$ cat config.mk
export PLATFORM = sky130hd
export DESIGN_NAME = xadc_multi_monitor_flat
export DESIGN_NICKNAME = d
export VERILOG_FILES = /design/src/rtl/xadc_multi_monitor_pkg.sv /design/src/rtl/xadc_multi_monitor_if.sv /design/src/rtl/xadc_multi_monitor_alarm_hyst.sv /design/src/rtl/xadc_multi_monitor.sv /design/src/flat_wrapper.sv
export SDC_FILE = /design/constraint.sdc
export NUM_CORES = 1
export LEC_CHECK = 0
export ABC_AREA = 1
export CORE_MARGIN = 1.5
export CORE_UTILIZATION = 35
export CTS_BUF_LIST = sky130_fd_sc_hd__clkbuf_2 sky130_fd_sc_hd__clkbuf_4 sky130_fd_sc_hd__clkbuf_8
export DETAILED_ROUTE_END_ITERATION = 16
export HOLD_SLACK_MARGIN = 0.06
export SETUP_SLACK_MARGIN = 0.02
export SYNTH_ARGS = -nofsm -noshare
export SYNTH_HDL_FRONTEND = slang
export SYNTH_SLANG_ARGS = --single-unit
$ cat constraint.sdc
create_clock -name clk -period 2.83 [get_ports clk]
set_clock_uncertainty 0.2 [all_clocks]
set_input_delay 0.283 -clock clk [delete_from_list [all_inputs] [get_ports clk]]
set_output_delay 0.283 -clock clk [all_outputs]
set_load 0.05 [all_outputs]
$ cat src/rtl/xadc_multi_monitor_pkg.sv
// Shared definitions for the XADC multi-channel monitor: FSM state
// encoding, DRP timeout length, code width and channel limit.
package xadc_mon_pkg;

    localparam int CODE_W      = 12;
    localparam int MAX_CH      = 8;
    localparam int DRP_TIMEOUT = 255;

    localparam logic [2:0] ST_IDLE = 3'd0;
    localparam logic [2:0] ST_REQ  = 3'd1;
    localparam logic [2:0] ST_WAIT = 3'd2;
    localparam logic [2:0] ST_ACC  = 3'd3;
    localparam logic [2:0] ST_EMIT = 3'd4;

    typedef logic [CODE_W-1:0] code_t;

    function automatic code_t code_min(input code_t a, input code_t b);
        return (a < b) ? a : b;
    endfunction

    function automatic code_t code_max(input code_t a, input code_t b);
        return (a > b) ? a : b;
    endfunction

endpackage

$ cat src/rtl/xadc_multi_monitor_if.sv
// DRP read port plus averaged-result stream of the XADC monitor.
// master = monitor side, slave = XADC/consumer side.
interface xadc_multi_monitor_if;
    import xadc_mon_pkg::*;

    logic        drp_den;
    logic [6:0]  drp_daddr;
    logic [15:0] drp_do;
    logic        drp_drdy;

    logic        res_valid;
    logic        res_ready;
    logic [2:0]  res_ch;
    code_t       res_code;
    code_t       res_min;
    code_t       res_max;

    modport master (
        output drp_den, drp_daddr,
        input  drp_do, drp_drdy,
        output res_valid, res_ch, res_code, res_min, res_max,
        input  res_ready
    );

    modport slave (
        input  drp_den, drp_daddr,
        output drp_do, drp_drdy,
        input  res_valid, res_ch, res_code, res_min, res_max,
        output res_ready
    );

endinterface

$ cat src/rtl/xadc_multi_monitor_alarm_hyst.sv
// Per-channel alarm with hysteresis: sets at/above ALARM_HI, clears
// below ALARM_LO, holds in between. Evaluated only when i_en is high.
module xadc_alarm_hyst
    import xadc_mon_pkg::*;
#(
    parameter code_t ALARM_HI = 12'hB6A,
    parameter code_t ALARM_LO = 12'hB20
) (
    input  logic  clk,
    input  logic  rst_n,
    input  logic  i_en,
    input  code_t i_code,
    output logic  o_alarm
);

    logic r_alarm;

    // Hysteresis level update on each accepted result for this channel
    always_ff @(posedge clk) begin
        if (!rst_n) begin
            r_alarm <= 1'b0;
        end else if (i_en) begin
            if (i_code >= ALARM_HI) begin
                r_alarm <= 1'b1;
            end else if (i_code < ALARM_LO) begin
                r_alarm <= 1'b0;
            end
        end
    end

    assign o_alarm = r_alarm;

endmodule

$ cat src/rtl/xadc_multi_monitor.sv
// XADC multi-channel monitor: polls NUM_CH DRP channels every POLL_DIV
// cycles, averages 2^AVG_LOG2 sweeps per channel and streams the
// results with per-channel hysteresis alarms.
// Optional feature: define XADC_MINMAX_EN for per-channel running
// min/max on res_min/res_max (otherwise both are constant 0).
//
//   state   | meaning
//   IDLE    | waiting for a pending sweep request
//   REQ     | one-cycle DRP read strobe for the current channel
//   WAIT    | waiting for drp_drdy, 255-cycle timeout
//   ACC     | add sample into channel accumulator, advance channel
//   EMIT    | present averaged results for channels 0..NUM_CH-1
module xadc_multi_monitor
    import xadc_mon_pkg::*;
#(
    parameter int    NUM_CH   = 4,
    parameter int    AVG_LOG2 = 2,
    parameter int    POLL_DIV = 100_000,
    parameter code_t ALARM_HI = 12'hB6A,
    parameter code_t ALARM_LO = 12'hB20
) (
    input  logic                  clk,
    input  logic                  rst_n,
    input  logic [7*NUM_CH-1:0]   ch_addr,
    xadc_multi_monitor_if.master  bus,
    output logic [NUM_CH-1:0]     alarm,
    output logic                  timeout_err
);

    localparam int         ACC_W      = CODE_W + AVG_LOG2;
    localparam int         POLL_W     = $clog2(POLL_DIV);
    localparam int         CH_W       = (NUM_CH > 1) ? $clog2(NUM_CH) : 1;
    localparam logic [2:0] LAST_CH    = 3'(NUM_CH - 1);
    localparam logic [4:0] LAST_SWEEP = 5'((1 << AVG_LOG2) - 1);
    localparam logic [7:0] TO_LAST    = 8'(DRP_TIMEOUT - 1);

    logic [2:0]          r_state;
    logic [POLL_W-1:0]   r_poll_cnt;
    logic                r_pend;
    logic [2:0]          r_ch;
    logic [4:0]          r_sweep;
    logic [7:0]          r_to_cnt;
    logic [7*NUM_CH-1:0] r_addr;
    code_t               r_sample;
    code_t               r_last [NUM_CH];
    logic [ACC_W-1:0]    r_acc  [NUM_CH];
    logic                r_timeout;

    logic [CH_W-1:0]     w_ch_idx;
    logic                w_poll_wrap;
    logic                w_accept;
    code_t               w_code;
    logic                w_unused_lsb;

    assign w_ch_idx     = r_ch[CH_W-1:0];
    assign w_poll_wrap  = (r_poll_cnt == POLL_W'(POLL_DIV - 1));
    assign w_accept     = (r_state == ST_EMIT) && bus.res_ready;
    assign w_code       = code_t'(r_acc[w_ch_idx] >> AVG_LOG2);
    assign w_unused_lsb = ^bus.drp_do[3:0];

    // Poll timer, single-deep request latch and the sweep/average FSM
    always_ff @(posedge clk) begin
        if (!rst_n) begin
            r_state    <= ST_IDLE;
            r_poll_cnt <= '0;
            r_pend     <= 1'b0;
            r_ch       <= '0;
            r_sweep    <= '0;
            r_to_cnt   <= '0;
            r_addr     <= '0;
            r_sample   <= '0;
            r_timeout  <= 1'b0;
            for (int k = 0; k < NUM_CH; k++) begin
                r_last[k] <= '0;
                r_acc[k]  <= '0;
            end
        end else begin
            r_poll_cnt <= w_poll_wrap ? '0 : r_poll_cnt + 1'b1;
            if (w_poll_wrap) begin
                r_pend <= 1'b1;
            end else if (r_state == ST_IDLE && r_pend) begin
                r_pend <= 1'b0;
            end

            case (r_state)
                ST_IDLE: begin
                    if (r_pend) begin
                        r_state <= ST_REQ;
                        r_ch    <= '0;
                        r_addr  <= ch_addr;
                    end
                end
                ST_REQ: begin
                    r_state  <= ST_WAIT;
                    r_to_cnt <= '0;
                end
                ST_WAIT: begin
                    if (bus.drp_drdy) begin
                        r_sample         <= bus.drp_do[15:4];
                        r_last[w_ch_idx] <= bus.drp_do[15:4];
                        r_state          <= ST_ACC;
                    end else if (r_to_cnt == TO_LAST) begin
                        r_sample  <= r_last[w_ch_idx];
                        r_timeout <= 1'b1;
                        r_state   <= ST_ACC;
                    end else begin
                        r_to_cnt <= r_to_cnt + 8'd1;
                    end
                end
                ST_ACC: begin
                    r_acc[w_ch_idx] <= r_acc[w_ch_idx] + ACC_W'(r_sample);
                    if (r_ch == LAST_CH) begin
                        r_ch <= '0;
                        if (r_sweep == LAST_SWEEP) begin
                            r_sweep <= '0;
                            r_state <= ST_EMIT;
                        end else begin
                            r_sweep <= r_sweep + 5'd1;
                            r_state <= ST_IDLE;
                        end
                    end else begin
                        r_ch    <= r_ch + 3'd1;
                        r_state <= ST_REQ;
                    end
                end
                ST_EMIT: begin
                    if (bus.res_ready) begin
                        if (r_ch == LAST_CH) begin
                            for (int k = 0; k < NUM_CH; k++) begin
                                r_acc[k] <= '0;
                            end
                            r_ch    <= '0;
                            r_state <= ST_IDLE;
                        end else begin
                            r_ch <= r_ch + 3'd1;
                        end
                    end
                end
                default: r_state <= ST_IDLE;
            endcase
        end
    end

    assign bus.drp_den   = (r_state == ST_REQ);
    assign bus.drp_daddr = (r_state == ST_REQ) ? r_addr[7*r_ch +: 7] : 7'd0;
    assign bus.res_valid = (r_state == ST_EMIT);
    assign bus.res_ch    = (r_state == ST_EMIT) ? r_ch : 3'd0;
    assign bus.res_code  = (r_state == ST_EMIT) ? w_code : '0;
    assign timeout_err   = r_timeout;

`ifdef XADC_MINMAX_EN
    code_t r_min [NUM_CH];
    code_t r_max [NUM_CH];
    code_t w_min;
    code_t w_max;

    // Presented min/max already include the result currently on offer
    assign w_min = code_min(w_code, r_min[w_ch_idx]);
    assign w_max = code_max(w_code, r_max[w_ch_idx]);

    // Running min/max committed when the result is accepted
    always_ff @(posedge clk) begin
        if (!rst_n) begin
            for (int k = 0; k < NUM_CH; k++) begin
                r_min[k] <= 12'hFFF;
                r_max[k] <= 12'h000;
            end
        end else if (w_accept) begin
            r_min[w_ch_idx] <= w_min;
            r_max[w_ch_idx] <= w_max;
        end
    end

    assign bus.res_min = (r_state == ST_EMIT) ? w_min : r_min[w_ch_idx];
    assign bus.res_max = (r_state == ST_EMIT) ? w_max : r_max[w_ch_idx];
`else
    assign bus.res_min = '0;
    assign bus.res_max = '0;
`endif

    for (genvar k = 0; k < NUM_CH; k++) begin : g_alarm
        xadc_alarm_hyst #(
            .ALARM_HI (ALARM_HI),
            .ALARM_LO (ALARM_LO)
        ) u_hyst (
            .clk     (clk),
            .rst_n   (rst_n),
            .i_en    (w_accept && (r_ch == 3'(k))),
            .i_code  (w_code),
            .o_alarm (alarm[k])
        );
    end

endmodule

$ cat src/flat_wrapper.sv
// flat-port wrapper written by rule: the top's interface ports become plain ports
module xadc_multi_monitor_flat import xadc_mon_pkg::*;
#(
    parameter int    NUM_CH   = 4,
    parameter int    AVG_LOG2 = 2,
    parameter int    POLL_DIV = 100_000,
    parameter code_t ALARM_HI = 12'hB6A,
    parameter code_t ALARM_LO = 12'hB20
)
  (clk, rst_n, ch_addr, alarm, timeout_err, bus_drp_den, bus_drp_daddr, bus_drp_do, bus_drp_drdy, bus_res_valid, bus_res_ch, bus_res_code, bus_res_min, bus_res_max, bus_res_ready);
  xadc_multi_monitor_if bus_i ();
  input  logic clk;
  input  logic rst_n;
  input  logic [7*NUM_CH-1:0] ch_addr;
  output logic [NUM_CH-1:0] alarm;
  output logic timeout_err;
  output wire logic [$bits(bus_i.drp_den)-1:0] bus_drp_den;
  output wire logic [$bits(bus_i.drp_daddr)-1:0] bus_drp_daddr;
  input wire logic [$bits(bus_i.drp_do)-1:0] bus_drp_do;
  input wire logic [$bits(bus_i.drp_drdy)-1:0] bus_drp_drdy;
  output wire logic [$bits(bus_i.res_valid)-1:0] bus_res_valid;
  output wire logic [$bits(bus_i.res_ch)-1:0] bus_res_ch;
  output wire logic [$bits(bus_i.res_code)-1:0] bus_res_code;
  output wire logic [$bits(bus_i.res_min)-1:0] bus_res_min;
  output wire logic [$bits(bus_i.res_max)-1:0] bus_res_max;
  input wire logic [$bits(bus_i.res_ready)-1:0] bus_res_ready;
  assign bus_drp_den = bus_i.drp_den;
  assign bus_drp_daddr = bus_i.drp_daddr;
  assign bus_i.drp_do = bus_drp_do;
  assign bus_i.drp_drdy = bus_drp_drdy;
  assign bus_res_valid = bus_i.res_valid;
  assign bus_res_ch = bus_i.res_ch;
  assign bus_res_code = bus_i.res_code;
  assign bus_res_min = bus_i.res_min;
  assign bus_res_max = bus_i.res_max;
  assign bus_i.res_ready = bus_res_ready;
  xadc_multi_monitor #(.NUM_CH(NUM_CH), .AVG_LOG2(AVG_LOG2), .POLL_DIV(POLL_DIV), .ALARM_HI(ALARM_HI), .ALARM_LO(ALARM_LO)) u_core (.clk(clk), .rst_n(rst_n), .ch_addr(ch_addr), .bus(bus_i), .alarm(alarm), .timeout_err(timeout_err));
endmodule
== Word level (Yosys, flattened, before mapping) ==
Memory sizes are Yosys's and may differ from the RTL's. A register that Yosys moved wholly into a read port is not among the register bits.
Index checks and enable logic that the tools add are counted.

* Bits in registers: 70
* Latch bits: 0
* RAM bits: 104
* Bits in read-only memories: 0
* Output and inout bits: 53
* Memories kept: 2

* $add $sub $neg: 5
* Multipliers: 1
* Div/mod/pow operators: 0
* $lt $le $gt $ge: 2
* Equality and inequality tests: 16
* Shift-type cells: 1
* Multiplexer cells: 48
* Bitwise operators: 6
* Reductions and logical operators: 28

{| class="wikitable"
|+ Memories
! name !! depth !! bits a word !! rd ports !! clocked after memory_dff !! wr ports !! RTL line !! text
|-
| u_core.r_acc || 4 || 14 || 1 || 1 || 4 || xadc_multi_monitor.sv:46 || <nowiki>logic [ACC_W-1:0] r_acc [NUM_CH];</nowiki>
|-
| u_core.r_last || 4 || 12 || 1 || 1 || 4 || xadc_multi_monitor.sv:45 || <nowiki>code_t r_last [NUM_CH];</nowiki>
|}

{| class="wikitable"
|+ Operators by type and width
! cell !! count
|-
| 14-bit 2-to-1 mux || 5
|-
| 3-bit 2-to-1 mux || 11
|-
| 28-bit by 7-bit variable part select with 7-bit output || 1
|-
| 12-bit 2-to-1 mux || 2
|-
| 1-bit 2-to-1 mux || 19
|-
| 17-bit by 1-bit adder with 17-bit output (second input constant) || 1
|-
| 17-bit equality test (second input constant) || 1
|-
| 8-bit 2-to-1 mux || 2
|-
| 8-bit one-hot mux with 2 select lines || 1
|-
| 3-bit one-hot mux with 5 select lines || 1
|-
| 14-bit by 12-bit adder with 14-bit output || 1
|-
| 2-bit AND reduction || 7
|-
| 14-bit OR reduction || 1
|-
| 3-bit by 2-bit equality test with 1-bit output (second input constant) || 4
|-
| 12-bit >= comparator (second input constant) || 1
|-
| 12-bit less-than comparator (second input constant) || 1
|-
| 12-bit OR reduction || 1
|-
| 3-bit one-hot mux with 3 select lines || 1
|-
| 3-bit AND reduction || 3
|-
| 8-bit by 1-bit adder with 8-bit output (second input constant) || 1
|-
| 8-bit equality test (second input constant) || 1
|-
| 2-bit 2-to-1 mux || 4
|-
| 2-bit nonzero test || 4
|-
| 7-bit 2-to-1 mux || 1
|-
| other kinds (18) || 32
|}

== Depth between registers and ports, before layout ==
* Word-level depth: 8
* Gate-level depth with buffers: 16
* Mapped depth without buffers: 15

== By module ==
Synthesis repeated with hierarchy kept, for this count alone.

* Cell total of the unflattened synthesis: 1136
* Area, all modules: 9551.7 sq um

{| class="wikitable"
|+ Modules (own cells, without submodules)
! module !! instances !! cells an instance !! area each (sq um) !! sequential area each (sq um)
|-
| xadc_multi_monitor || 1 || 1068 || 9191.3 || 4724.5
|-
| xadc_alarm_hyst || 4 || 17 || 90.1 || 20.0
|}

== Least setup slack after synthesis ==
Ideal clock, no wire load.

* Path kind: reg2reg
* Start point: register (tool-made name)
* End point: memory u_core.r_acc[0][6] (netlist bit) (data pin)
* Setup time: 262 ps
* Arrival: 2358 ps
* Setup slack: 10 ps
* Stages on the path, launching flop included: 13
* Cells stage by stage: dfxtp_1 -> buf_6 -> buf_4 -> o21ai_0 -> o22ai_1 -> ha_1 -> inv_1 -> fa_1 -> o21ai_0 -> a21oi_1 -> o21ai_0 -> xor2_1 -> nor2_1

{| class="wikitable"
|+ RTL lines
! what !! RTL line
|-
| end, declared || xadc_multi_monitor.sv:46
|}

==> results.py <==
metrics = {
    "final_layout": {
        "layout.nets": 1265,
        "drive_above_1_share_pct": 14.7,
        "finalNonFillerCells": 1544,
        "fill_cells": 2603,
        "num_antenna_cells": 0,
        "layout_common_cells": "nor2_1, nand2_1, inv_1, edfxtp_1, dfxtp_1",
        "layout_commonest_cell": "nor2_1",
        "area_growth_pct": 19.0,
    },
    "synth": {
        "syn_area_um2": 9300,
        "syn_avg_cell_area_um2": 8.45,
        "synth-edff-count": 104,
        "yosysWarnings": 0,
        "synthArstFlopShare_pct": 0,
        "synth_xor_area_share_pct": 1.88,
        "syn_inst": 1101,
        "synthFlopType": "edfxtp_1",
        "synth_top_family_by_area": "simple AND/OR/NAND/NOR gates",
        "synth-compound-area-share_pct": 10.9,
        "muxShareOfSynthArea_pct": 0,
        "ys_seq_area_share_pct": 51.7,
        "synth_cell_types": 48,
        "synthSimpleGateAreaFrac_pct": 23.3,
        "ys_ff_latch": 188,
        "synth_top_area_cell": "edfxtp_1",
        "synth.area.top_cells": "edfxtp_1, dfxtp_1, nor2_1, nand2_1, inv_1",
        "synthAdderAreaFrac_pct": 2.91,
        "synth_top_area_share_pct": 33.6,
    },
    "floorplan": {
        "row_count": 59,
        "top_level_ports": 101,
        "core_um2": 26100,
        "die-width_um": 166,
        "start_util_pct": 35.7,
        "dieArea_um2": 27600,
        "die-height_um": 166,
    },
    "route": {
        "first_pass_iters": 4,
        "wl_met1_mm": 10.2,
        "wl_met2_mm": 10.3,
        "drt_iter0_markers": 356,
        "highest_layer": "met4",
        "wl_met3_um": 853,
        "wl_per_cell_um": 14.0,
        "ant_nets": 0,
        "drc": 0,
        "totalWireLength_mm": 21.6,
        "dr_total_vias": 7360,
        "routed_via_density": 4.77,
    },
    "sta": {
        "hold_viol_final": 0,
        "slew_viol_final": 0,
        "setup_viol": 0,
        "period_minus_slack_ps": 2670,
        "tightestPinTransition_ps": 572,
        "grt_setup_unrepaired": "true",
        "relSlewSlack_pct": 61.8,
        "whs_ps": 236,
        "max_freq_mhz": 374,
        "period_share_pct": 94.5,
    },
    "worst_setup_path": {
        "ff2ff_path_depth": 15,
        "crit_top_cell": "buf_4",
        "crit_chain": "inv_6, buf_4, nand2_1, nand3_1, nand2_2, inv_2, ha_4, buf_4, a21oi_1, o21ai_4, a21oi_2, o21ai_2, xor2_1, buf_4, nor2_1",
        "slowest_stage": "dfxtp_4",
        "r2r_slack_ps": 160,
        "critPathMaxFanout": 11,
        "required_ps": 2850,
        "r2r_end": "u_core.r_acc[1][6]",
        "cp.arrival_ps": 2700,
        "slowest_delay_ps": 410,
        "path_class": "register to register",
        "critPathLaunchType": "register",
        "cp-end-kind": "register",
    },
    "grt": {
        "antenna_found_initial": 0,
        "grt_pass1_vias": 6977,
        "grt_pass1_wl_mm": 34.8,
        "grt_max_degree": 57,
        "grt_overflow_total": 0,
        "grt_use_total_pct": 15.7,
    },
    "placement": {
        "dp_cells": 1509,
        "hpwl_mm": 15.5,
        "io_buffers": 72,
        "routabilityCongestion": 0.824,
    },
    "min_path": {
        "min_to": "u_core.r_addr[8]",
        "holdPathStages": 3,
        "hold_class": "input port to register",
        "worstHoldStart": "ch_addr[8]",
    },
    "pwr": {
        "p_per_area_nw_per_um2": 478,
        "leakagePower_nw": 4.32,
        "vdd_drop_max_mv": 0.294,
    },
    "clock_network": {
        "cts_made_buffers": 17,
        "numClockSinks": 188,
        "clkLatencyLatePin_ps": 460,
        "cts-root-buf": "clkbuf_8",
        "cts_htree_levels": 4,
        "cts_tree": "done",
        "cts.path.max_buffers": 2,
        "clk_pin_slew_ps": 110,
    },
    "status": {
        "outcome": "finished clean",
    },
    "job": {
        "drv_cap": 0,
    },
}
-- cells by family (layout without fill, tap and decap cells) --
family / Yosys count / count (layout)
compound gates: 186 / 186
xor+xnor: 20 / 20
fa+ha+maj: 21 / 21
buf+inv: 186 / 271
flops: 188 / 188
other cells: 1 / 24
simple gates: 499 / 499
-- power breakdown --
part	switching [mW]	internal [mW]	leakage, nW
Combinational	0.360	0.186	2.37
Clock	1.05	0.729	0.198
Sequential	0.0301	2.94	1.75
-- routing by layer --
metal  GRT usage [%]  vias to the layer above
met1            20.7                     3435
met2            26.3                      154
met3            2.93                       16
met4            3.96                        0
met5               0                        -
li1                -                     3755
-- how the worst max path moves through the flow --
stage,slack [ps],cells past startpoint,to,start
2_1_floorplan,100,12,u_core.r_acc[0][6],register
3_3_place_gp,-7,14,u_core.r_acc[1][10],register
3_5_place_dp,-60,15,u_core.r_acc[0][11],register
4_1_cts,30,15,u_core.r_acc[0][11],register
5_1_grt,-40,17,u_core.r_acc[1][12],register
6_report,160,15,u_core.r_acc[1][6],register
-- cells in the mapped netlist, types with 2 or more instances --
library cell,count
o22ai_1,8
nand2_2,4
nor2_1,201
nand2_1,187
nor3b_1,3
nor2_2,2
xor2_1,15
clkbuf_1,16
a22oi_1,8
a211oi_1,2
or2_2,3
nand3_1,39
ha_1,20
edfxtp_1,104
nor4_1,2
nor2_4,3
o21ai_0,75
buf_4,32
clkinv_1,2
o21ai_2,2
and3_1,2
inv_2,8
buf_6,4
nand4_1,5
nand3_2,2
nor3_1,28
xnor2_1,5
dfxtp_1,84
a31oi_1,7
inv_1,105
o21a_1,2
a21oi_1,77
nor3_2,12
buf_2,18
-- final cells by class --
| class | count | area [µm²] | share of cell area (%) |
|---|---|---|---|
| clock buffer | 17 | 234 | 2.11 |
| sequential | 188 | 4810 | 43.5 |
| tap | 335 | 419 | 3.79 |
| inverter | 115 | 439 | 3.97 |
| clock inverter | 15 | 150 | 1.36 |
| multi-input combinational | 750 | 3860 | 34.8 |
| timing repair buffer | 124 | 1160 | 10.5 |
-- metrics by stage --
stage / total power, mW / cell area [µm²] / utilization [%] / setup slack (ps) / setup TNS (ps)
6_report: 5.30 / 11100 / 42.5 / 156 / 0
5_1_grt: 5.50 / 11100 / 42.5 / -42.0 / -238
3_3_place_gp: 3.55 / 10500 / 40.2 / -6.90 / -37.2
2_1_floorplan: 3.39 / 9390 / - / 101 / 0
3_5_place_dp: 3.56 / 10500 / 40.2 / -64.1 / -524
4_1_cts: 5.32 / 10900 / 41.9 / 25.8 / 0
-- worst max-delay path, delay by kind of cell (launching register included) --
family | cells | cell delay [ps]
AOI/OAI and AO/OA | 4 | 590
xor gates and xnor gates | 1 | 200
adders and majority gates | 1 | 210
buffers and inverters | 5 | 560
DFF | 1 | 410
and+or+nand+nor | 4 | 270
-- registers in the layout (all words and copies together) (netlist names), named ones only --
| name | count |
|---|---|
| u_core.g_alarm.u_hyst.o_alarm | 4 |
| u_core.r_acc | 56 |
| u_core.r_addr | 28 |
| u_core.r_ch | 3 |
| u_core.r_last | 48 |
| u_core.r_pend | 1 |
| u_core.r_poll_cnt | 17 |
| u_core.r_sample | 12 |
| u_core.r_state | 3 |
| u_core.r_sweep | 5 |
| u_core.r_to_cnt | 8 |
| u_core.timeout_err | 1 |
-- what timing repair did --
| item | 4_1_cts | 5_1_grt |
|---|---|---|
| endpoints found under the hold margin | 2 | 0 |
| resized for setup | 9 | 37 |
| pin swaps | 0 | 10 |
| endpoints found under the setup margin | 24 | 36 |
| cloned | 0 | 0 |
| buffers inserted | 0 | 2 |
| hold buffers | 1 | 0 |
No activity file was read; power rests on OpenSTA's default activity.
